File: config.mk
export PLATFORM = sky130hd
export DESIGN_NAME = mux32_1_rd_flat
export DESIGN_NICKNAME = d
export VERILOG_FILES = /design/src/rtl/mux32_1_rd_if.sv /design/src/rtl/mux32_1_rd.sv /design/src/flat_wrapper.sv
export SDC_FILE = /design/constraint.sdc
export NUM_CORES = 1
export LEC_CHECK = 0
export CAP_MARGIN = 25
export CORE_AREA = 5 5 423 425
export CTS_CLUSTER_SIZE = 12
export DETAILED_ROUTE_END_ITERATION = 10
export DIE_AREA = 0 0 428 430
export SYNTH_ARGS = -nofsm -noshare
export SYNTH_HDL_FRONTEND = slang
export SYNTH_SLANG_ARGS = --single-unit
File: constraint.sdc
create_clock -name clk -period 2.5 [get_ports clk]
set_input_delay 0.25 -clock clk [delete_from_list [all_inputs] [get_ports clk]]
set_output_delay 0.25 -clock clk [all_outputs]
set_load 0.02 [all_outputs]
File: src/rtl/mux32_1_rd_if.sv
// Read request/response channel for the 32:1 register read mux.
// The master issues requests and consumes responses. The slave is the mux.
interface mux32_1_rd_if #(
   parameter int DATA_W = 32
);
   logic              req_valid;
   logic [4:0]        req_sel;
   logic              req_ready;
   logic              rsp_valid;
   logic [DATA_W-1:0] rsp_data;
   logic              rsp_ready;

   modport master (
      output req_valid, req_sel, rsp_ready,
      input  req_ready, rsp_valid, rsp_data
   );

   modport slave (
      input  req_valid, req_sel, rsp_ready,
      output req_ready, rsp_valid, rsp_data
   );
endinterface

File: src/rtl/mux32_1_rd.sv
// Read side of the PE register file: a 32:1 word select feeding a 2-entry
// in-order response FIFO, with optional x0 hardwiring and write bypass.
module mux32_1_rd #(
   parameter int DATA_W    = 32,
   parameter bit ZERO_REG0 = 1'b1,
   parameter bit BYPASS    = 1'b1
) (
   input  logic                clk,
   input  logic                rst,
   input  logic [32*DATA_W-1:0] in_flat,
   input  logic                wr_en,
   input  logic [4:0]          wr_sel,
   input  logic [DATA_W-1:0]   wr_data,
   mux32_1_rd_if.slave         rd
);

   logic [DATA_W-1:0] entry_q [2];
   logic              wr_ptr_q;
   logic              rd_ptr_q;
   logic [1:0]        count_q;

   logic              push;
   logic              pop;
   logic [DATA_W-1:0] rd_val_p0;

   // Priority: hardwired zero, then the write landing this cycle, then the array.
   function automatic logic [DATA_W-1:0] read_word(
      input logic [4:0]          sel,
      input logic [32*DATA_W-1:0] flat,
      input logic                we,
      input logic [4:0]          ws,
      input logic [DATA_W-1:0]   wd
   );
      logic [DATA_W-1:0] w;
      if (ZERO_REG0 && (sel == 5'd0))
         w = '0;
      else if (BYPASS && we && (ws == sel))
         w = wd;
      else
         w = flat[int'(sel)*DATA_W +: DATA_W];
      return w;
   endfunction

   assign rd.req_ready = !rst && (count_q != 2'd2);
   assign rd.rsp_valid = (count_q != 2'd0);
   assign rd.rsp_data  = (count_q != 2'd0) ? entry_q[rd_ptr_q] : '0;

   assign push = rd.req_valid && rd.req_ready;
   assign pop  = rd.rsp_valid && rd.rsp_ready;

   assign rd_val_p0 = read_word(rd.req_sel, in_flat, wr_en, wr_sel, wr_data);

   // Capture stage: the selected word is frozen into the FIFO at accept time.
   always_ff @(posedge clk) begin
      if (rst) begin
         count_q    <= 2'd0;
         wr_ptr_q   <= 1'b0;
         rd_ptr_q   <= 1'b0;
         entry_q[0] <= '0;
         entry_q[1] <= '0;
      end else begin
         if (push) begin
            entry_q[wr_ptr_q] <= rd_val_p0;
            wr_ptr_q          <= ~wr_ptr_q;
         end
         if (pop) begin
            rd_ptr_q <= ~rd_ptr_q;
         end
         unique case ({push, pop})
            2'b10:   count_q <= count_q + 2'd1;
            2'b01:   count_q <= count_q - 2'd1;
            default: count_q <= count_q;
         endcase
      end
   end

endmodule

File: src/flat_wrapper.sv
// flat-port wrapper written by rule: the top's interface ports become plain ports
module mux32_1_rd_flat 
#(
   parameter int DATA_W    = 32,
   parameter bit ZERO_REG0 = 1'b1,
   parameter bit BYPASS    = 1'b1
)
  (clk, rst, in_flat, wr_en, wr_sel, wr_data, rd_req_valid, rd_req_sel, rd_rsp_ready, rd_req_ready, rd_rsp_valid, rd_rsp_data);
  mux32_1_rd_if #(.DATA_W(DATA_W)) rd_i ();
  input  logic clk;
  input  logic rst;
  input  logic [32*DATA_W-1:0] in_flat;
  input  logic wr_en;
  input  logic [4:0] wr_sel;
  input  logic [DATA_W-1:0] wr_data;
  input wire logic [$bits(rd_i.req_valid)-1:0] rd_req_valid;
  input wire logic [$bits(rd_i.req_sel)-1:0] rd_req_sel;
  input wire logic [$bits(rd_i.rsp_ready)-1:0] rd_rsp_ready;
  output wire logic [$bits(rd_i.req_ready)-1:0] rd_req_ready;
  output wire logic [$bits(rd_i.rsp_valid)-1:0] rd_rsp_valid;
  output wire logic [$bits(rd_i.rsp_data)-1:0] rd_rsp_data;
  assign rd_i.req_valid = rd_req_valid;
  assign rd_i.req_sel = rd_req_sel;
  assign rd_i.rsp_ready = rd_rsp_ready;
  assign rd_req_ready = rd_i.req_ready;
  assign rd_rsp_valid = rd_i.rsp_valid;
  assign rd_rsp_data = rd_i.rsp_data;
  mux32_1_rd #(.DATA_W(DATA_W), .ZERO_REG0(ZERO_REG0), .BYPASS(BYPASS)) u_core (.clk(clk), .rst(rst), .in_flat(in_flat), .wr_en(wr_en), .wr_sel(wr_sel), .wr_data(wr_data), .rd(rd_i));
endmodule
==> metrics, run 1 <==
outcome finished clean; most frequent cells in the layout 1081 x clkdlybuf4s50_1, 263 x mux2i_1, 175 x buf_4, 127 x nor2_1, 97 x mux4_2; Comb power frac 67.5%; minimum clock period after layout 2.489 ns; drt total wl 155.8 mm; vias in the first global route 17346; worst path required time 2.73 ns; port bufs 1104; synthesized flop and latch total 69; nets 3461; clock-pin slew on the worst setup and hold paths 0.06 ns; pre-CTS WS -0.5894 ns; clk sinks 69; Power Dens Cells 315.0 nW/um2; CTS tree done; TritonRoute pass-1 iters 5; row count 154; CTS Hold Buffers Added 0; DP HPWL 141.4 mm; I/O pins 1105; initial detailed-routing violation count 1367; worst hold path class reg -> reg; clock latency at the later pin of the worst-skew pair 0.37 ns; critical-path maximum fanout 14; largest cells by area after synthesis mux2i_1 22%, mux4_2 18%, edfxtp_1 16%, mux2_2 7.2%, nor2_1 4.0%; Cell Count, Final, Fillers Out 4776; leading area contributor after synthesis mux2i_1; Layout area overhead 126.2%; MaxCap Viol Count 0; clock skew 0.01086 ns; Fmax 0.4017 GHz; Slew Limit Fails 0; Total Power 8.770 mW; Async S/R FF share, synth 0%; GP Congestion 0.9452; Synth Area per Inst 10.24 um2; CP max stage delay 0.63 ns; clk root buf clkbuf_16; Core Region 175000 um2; RSZ-0062 raised after global routing false; Peak VDD IR 0.2201 mV; via count 16974; final setup margin 0.01069 ns; Synth Cell Area 12310 um2; final worst-path cycle share 99.57%; Synth Flop Type edfxtp_1; Ys Warns 0; commonest non-fill, non-tap cell in the layout clkdlybuf4s50_1; CP Cell Sequence buf_6, nand2b_2, buf_4, o22ai_1, o21ai_0, o2111ai_1, a31oi_1, nor2b_1; die area 184000 um2; critical path launch point type input pin; fillers 19803; Die W 428 um; crit path DAT 2.72 ns; top cell type's share of synthesized area 21.72%; synth unique cells 52; post-synthesis cell count 1202; sequential power share 16.8%; Worst-Margin Slew 0.8220 ns; Buffers & Inverters on Critical Path 2; Switching Power 3.446 mW; antenna violations before repair 139; CP max-delay cell o21ai_0; htree depth 3; Net Sw Frac 39.30%; Pint 5.323 mW; gr usage total 16.04%; kind of critical path in -> reg; drt wl/cell 32.62 um; layout cells sized above 1 18.13%; placed cells 4717; Worst slew margin 44.62%; Crit. End Element flop; largest net degree at the start of global routing 40; remaining antenna violation count 0; initial cell density of the core 7.034%; # DRC 0; Synthesized Nets 2274; Die Ht 430 um; register area share after synthesis 16.43%; Clock Tree Buf Depth 2; first-pass GRT wire length 192.8 mm; total gr overflow 0; Setup Viol. Count Final 0; Crit path max-delay family compound AO/OA/AOI/OAI gates; Final Hold Vio Count 0; leakage power total 9.977 nW; Vias/cell 3.554; number of synthesized flops with an enable pin 64; CTS Buf Count 9; Clk network pwr share 15.7%
-- worst reg2reg max path, stage by stage, from the launching register on --
cell      delay, ns
dfxtp_1        0.46
inv_1          0.07
a21oi_1        0.25
nand3_1        0.31
nand2b_2       0.31
buf_12         0.18
a211oi_1       0.27
-- cell families after synthesis --
logic type               Yosys count  synth area share, %
multiplexers                     454                49.04
AO/OA/AOI/OAI                    288                17.30
AND/OR/NAND/NOR                  243                8.621
buffers and inverters            138                7.859
flip-flops                        69                16.43
XOR/XNOR                           9               0.6405
adder cells (fa/ha/maj)            1               0.1017
-- metal layers --
metal	routed length (um)	track usage, %
met1	64520	20.38
met4	1877	2.025
met2	73300	26.68
met5	379	0
met3	15730	5.871
-- timing repair --
item	CTS	global route
setup buffers	1	0
resized for setup	12	6
setup endpoints to repair	14	6
gates cloned	0	0
pin swaps	0	0
-- sequential cells by signal, summed over array words and instances (netlist names), named ones only --
register / cells
u_core.entry_q: 64
u_core.count_q: 2
u_core.rd_ptr_q: 1
u_core.wr_ptr_q: 1
-- final timing paths --
check | from | end | slack (ns) | cells past startpoint
worst max register to register | u_core.count_q[0]$_SDFFE_PP0P_ | u_core.entry_q[1][30]$_SDFFCE_PN0P_ | 0.48 | 6
worst min register to register | u_core.rd_ptr_q$_SDFFE_PP0P_ | u_core.rd_ptr_q$_SDFFE_PP0P_ | 0.53 | 2
worst max-delay path | rd_req_sel[2] | u_core.entry_q[1][24]$_SDFFCE_PN0P_ | 0.01 | 8
worst min-delay path | u_core.rd_ptr_q$_SDFFE_PP0P_ | u_core.rd_ptr_q$_SDFFE_PP0P_ | 0.53 | 2
-- area by class of cell --
cell class | instances | area [um2] | share of cell area (%)
multi-input combinational | 995 | 9397 | 33.75
antenna | 42 | 105.1 | 0.3775
timing repair buffer | 1309 | 13060 | 46.92
clock inverter | 7 | 81.33 | 0.2921
tap | 2340 | 2928 | 10.52
inverter | 5 | 18.77 | 0.06742
clock buffer | 9 | 225.2 | 0.8090
sequential | 69 | 2023 | 7.267
-- through the flow --
| step | hold WS (ns) | cell area (um2) | utilization, % | setup TNS, ns |
|---|---|---|---|---|
| final | 0.5324 | 27840 | 15.91 | 0 |
| after global placement | 0.5144 | 27390 | 15.66 | -8.346 |
| after global routing | 0.5794 | 27760 | 15.87 | 0 |
| after CTS | 0.5398 | 27720 | 15.84 | 0 |
| after detailed placement | 0.5067 | 27390 | 15.66 | -8.295 |
| after floorplan | 0.3191 | 12310 | - | 0 |
-- cells in the mapped netlist, drive strengths merged (4+ instances only) --
master / n
nand4: 5
buf: 88
a221o: 34
nand3: 24
a211oi: 5
nand2b: 5
mux2: 79
o22ai: 44
nor3b: 4
edfxtp: 64
mux2i: 267
mux4: 108
a21oi: 15
a31oi: 6
a22oi: 53
a221oi: 31
o2111ai: 26
dfxtp: 5
nor2b: 8
xnor2: 7
clkbuf: 45
o21ai: 55
inv: 4
nand2: 42
a41o: 6
and2: 9
and3: 6
nor2: 132
-- power by group through the flow --
stage	Clock (mW)	Sequential, mW	Combinational, mW
CTS	1.44	1.47	6.03
detailed placement	0	1.50	6.01
global route	1.48	1.49	6.25
finish	1.38	1.47	5.92
global placement	0	1.49	6.02
floorplan	0	1.47	2.10
Note: power is estimated with default switching activity, not from simulation.
==> run 2: changes to the inputs <==
--- a/config.mk
+++ b/config.mk
@@ -6,10 +6,10 @@
 export NUM_CORES = 1
 export LEC_CHECK = 0
 export CAP_MARGIN = 25
-export CORE_AREA = 5 5 423 425
+export CORE_AREA = 2 2 432 434
 export CTS_CLUSTER_SIZE = 12
 export DETAILED_ROUTE_END_ITERATION = 10
-export DIE_AREA = 0 0 428 430
+export DIE_AREA = 0 0 434 436
 export SYNTH_ARGS = -nofsm -noshare
 export SYNTH_HDL_FRONTEND = slang
 export SYNTH_SLANG_ARGS = --single-unit
==> metrics, run 2 (synthesis results as in run 1) <==
final setup TNS 0 ns (unchanged); Reg with most FFs u_core.entry_q; # DRC 0 (unchanged); first-pass GRT wire length 196.5 mm (+1.9%); Comb power frac 67.0% (-0.5 points); Total Power 9.228 mW (+5.2%); clock latency at the later pin of the worst-skew pair 0.39 ns (+0.02 ns); Worst slew margin 27.97% (-17 points); htree depth 3 (unchanged); Final Hold Vio Count 0 (unchanged); initial detailed-routing violation count 1359 (-0.59%); gr usage total 16.26% (+0.22 points); Clock Tree Buf Depth 2 (unchanged); remaining antenna violation count 0 (unchanged); crit path DAT 2.56 ns (-0.16 ns); critical-path maximum fanout 25 (+11); CTS tree done; CTS Buf Count 9 (unchanged); Cell Count, Final, Fillers Out 4945 (+3.5%); placed cells 4892 (+3.7%); Fmax 0.4129 GHz (+2.8%); kind of critical path in -> reg; GP Congestion 0.9142 (-3.3%); MaxCap Viol Count 0 (unchanged); total gr overflow 0 (unchanged); Die Ht 436 um (+1.4%); Die W 434 um (+1.4%); clk sinks 69 (unchanged); Largest register FFs 64 (unchanged); Core Region 184600 um2 (+5.5%); area of the multi-input gates 9403 um2 (about the same); drt wl/cell 32.42 um (-0.63%); minimum clock period after layout 2.422 ns (-0.06766 ns); Vias/cell 3.528 (-0.72%); vias in the first global route 17491 (+0.84%); Pint 5.542 mW (+4.1%); I/O pins 1105 (unchanged); largest net degree at the start of global routing 44 (+10%); Peak VDD IR 0.3592 mV (+63%); Net Sw Frac 39.94% (+0.64 points); origin of the worst setup path rd_req_sel[0]; Setup Viol. Count Final 0 (unchanged); via count 17448 (+2.8%); hold_sp u_core.rd_ptr_q$_SDFFE_PP0P_; clock-pin slew on the worst setup and hold paths 0.08 ns (+0.02 ns); Crit. End Element flop; TritonRoute pass-1 iters 5 (unchanged); flip-flop and latch area 2023 um2 (unchanged); clock skew 0.01096 ns (+0.00009470 ns); antenna violations before repair 160 (+15%); Switching Power 3.685 mW (+6.9%); worst hold path class reg -> reg; drt total wl 160.3 mm (+2.9%); commonest non-fill, non-tap cell in the layout clkdlybuf4s50_1; leakage power total 10.05 nW (+0.70%); RSZ-0062 raised after global routing false; post-route cell area 28280 um2 (+1.6%); CTS Hold Buffers Added 0 (unchanged); Clk network pwr share 17.1% (+1.4 points); initial cell density of the core 6.665% (-0.37 points); Worst-Margin Slew 1.080 ns (+0.2585 ns); sequential power share 15.9% (-0.9 points); row count 158 (+2.6%); outcome finished clean; layout cells sized above 1 19.47% (+1.3 points); critical path launch point type input pin; nets 3496 (+1.0%); Power Dens Cells 326.3 nW/um2 (+3.6%); worst path required time 2.64 ns (-0.09 ns); die area 189200 um2 (+2.8%); most frequent cells in the layout 1087 x clkdlybuf4s50_1, 264 x mux2i_1, 212 x buf_4, 125 x nor2_1, 97 x mux4_2; Slew Limit Fails 0 (unchanged); Layout area overhead 129.8%; top flop regs u_core.entry_q: 64 flops, u_core.count_q: 2 flops; dpl cell area 27830 um2 (+1.6%); port bufs 1104 (unchanged); clk root buf clkbuf_16; DP HPWL 145.2 mm (+2.7%); final worst-path cycle share 96.87% (-2.7 points); fillers 20949 (+5.8%); R2R Path Start u_core.count_q[0]$_SDFFE_PP0P_
## run 2: cell types whose count changed in the layout (fill, tap and decap cells not counted), sizes merged, moves of 3 or more
cell	change
clkdlybuf4s50	+6
dlymetal6s2s	-5
buf	+38
clkinv	-3
dlygate4sd2	-4
diode	-6
## run 2: path summary, 6_finish.rpt
| check | endpoint | depth (start not counted) | slack [ns] |
|---|---|---|---|
| setup / recovery | u_core.entry_q[1][12]$_SDFFCE_PN0P_ | 10 | 0.08 |
| hold / removal | u_core.rd_ptr_q$_SDFFE_PP0P_ | 2 | 0.53 |
| setup reg to reg | u_core.entry_q[1][4]$_SDFFCE_PN0P_ | 6 | 0.27 |
| hold reg to reg | u_core.rd_ptr_q$_SDFFE_PP0P_ | 2 | 0.53 |
## run 2: what timing repair did
action | CTS | global route
endpoints found under the hold margin | 0 | 0
pin swaps | 0 | 1
endpoints found under the setup margin | 7 | 4
resized for setup | 6 | 1
setup buffers | 0 | 1
## run 2: layout make-up
| cell class | count | share of cell area [%] |
|---|---|---|
| Clock inverter | 7 | 0.3716 |
| Timing Repair Buffer | 1344 | 47.07 |
| Clock buffer | 9 | 0.7964 |
| Inverter | 5 | 0.06636 |
| Tap cell | 2480 | 10.97 |
| Multi-Input combinational cell | 995 | 33.25 |
| Antenna cell | 36 | 0.3185 |
| Sequential cell | 69 | 7.154 |
## run 2: critical path, cell delays in order
cell and delay (ns):
buf_8 0.24, buf_12 0.26, buf_12 0.22, mux2_2 0.35, o22ai_1 0.35, buf_4 0.22
o21ai_0 0.08, nand4_1 0.15, a41o_1 0.22, nor2_1 0.05
## run 2: power by group through the flow
stage	registers [mW]	clock network [mW]	logic [mW]
final	1.47	1.58	6.18
after global routing	1.48	1.66	6.50
after CTS	1.47	1.64	6.28
after detailed placement	1.50	0	6.24
after global placement	1.49	0	6.24
after floorplan	1.47	0	2.10
## run 2: metrics by stage
step           setup slack, ns  hold slack, ns  util [%]
2_1_floorplan           0.1273          0.3191         -
3_3_place_gp           -0.5263          0.4978     15.07
3_5_place_dp           -0.5500          0.5040     15.07
4_1_cts                0.02970          0.5259     15.26
5_1_grt               0.002036          0.5836     15.30
6_report               0.07835          0.5283     15.32
## run 2: per-layer routing
layer,global-route usage [%],vias to the layer above,part of all wire [%]
met4,4.077,92,2.1
li1,-,7399,-
met1,20.75,8669,41
met3,5.054,241,9.7
met5,0,-,0.36
met2,26.37,1047,47
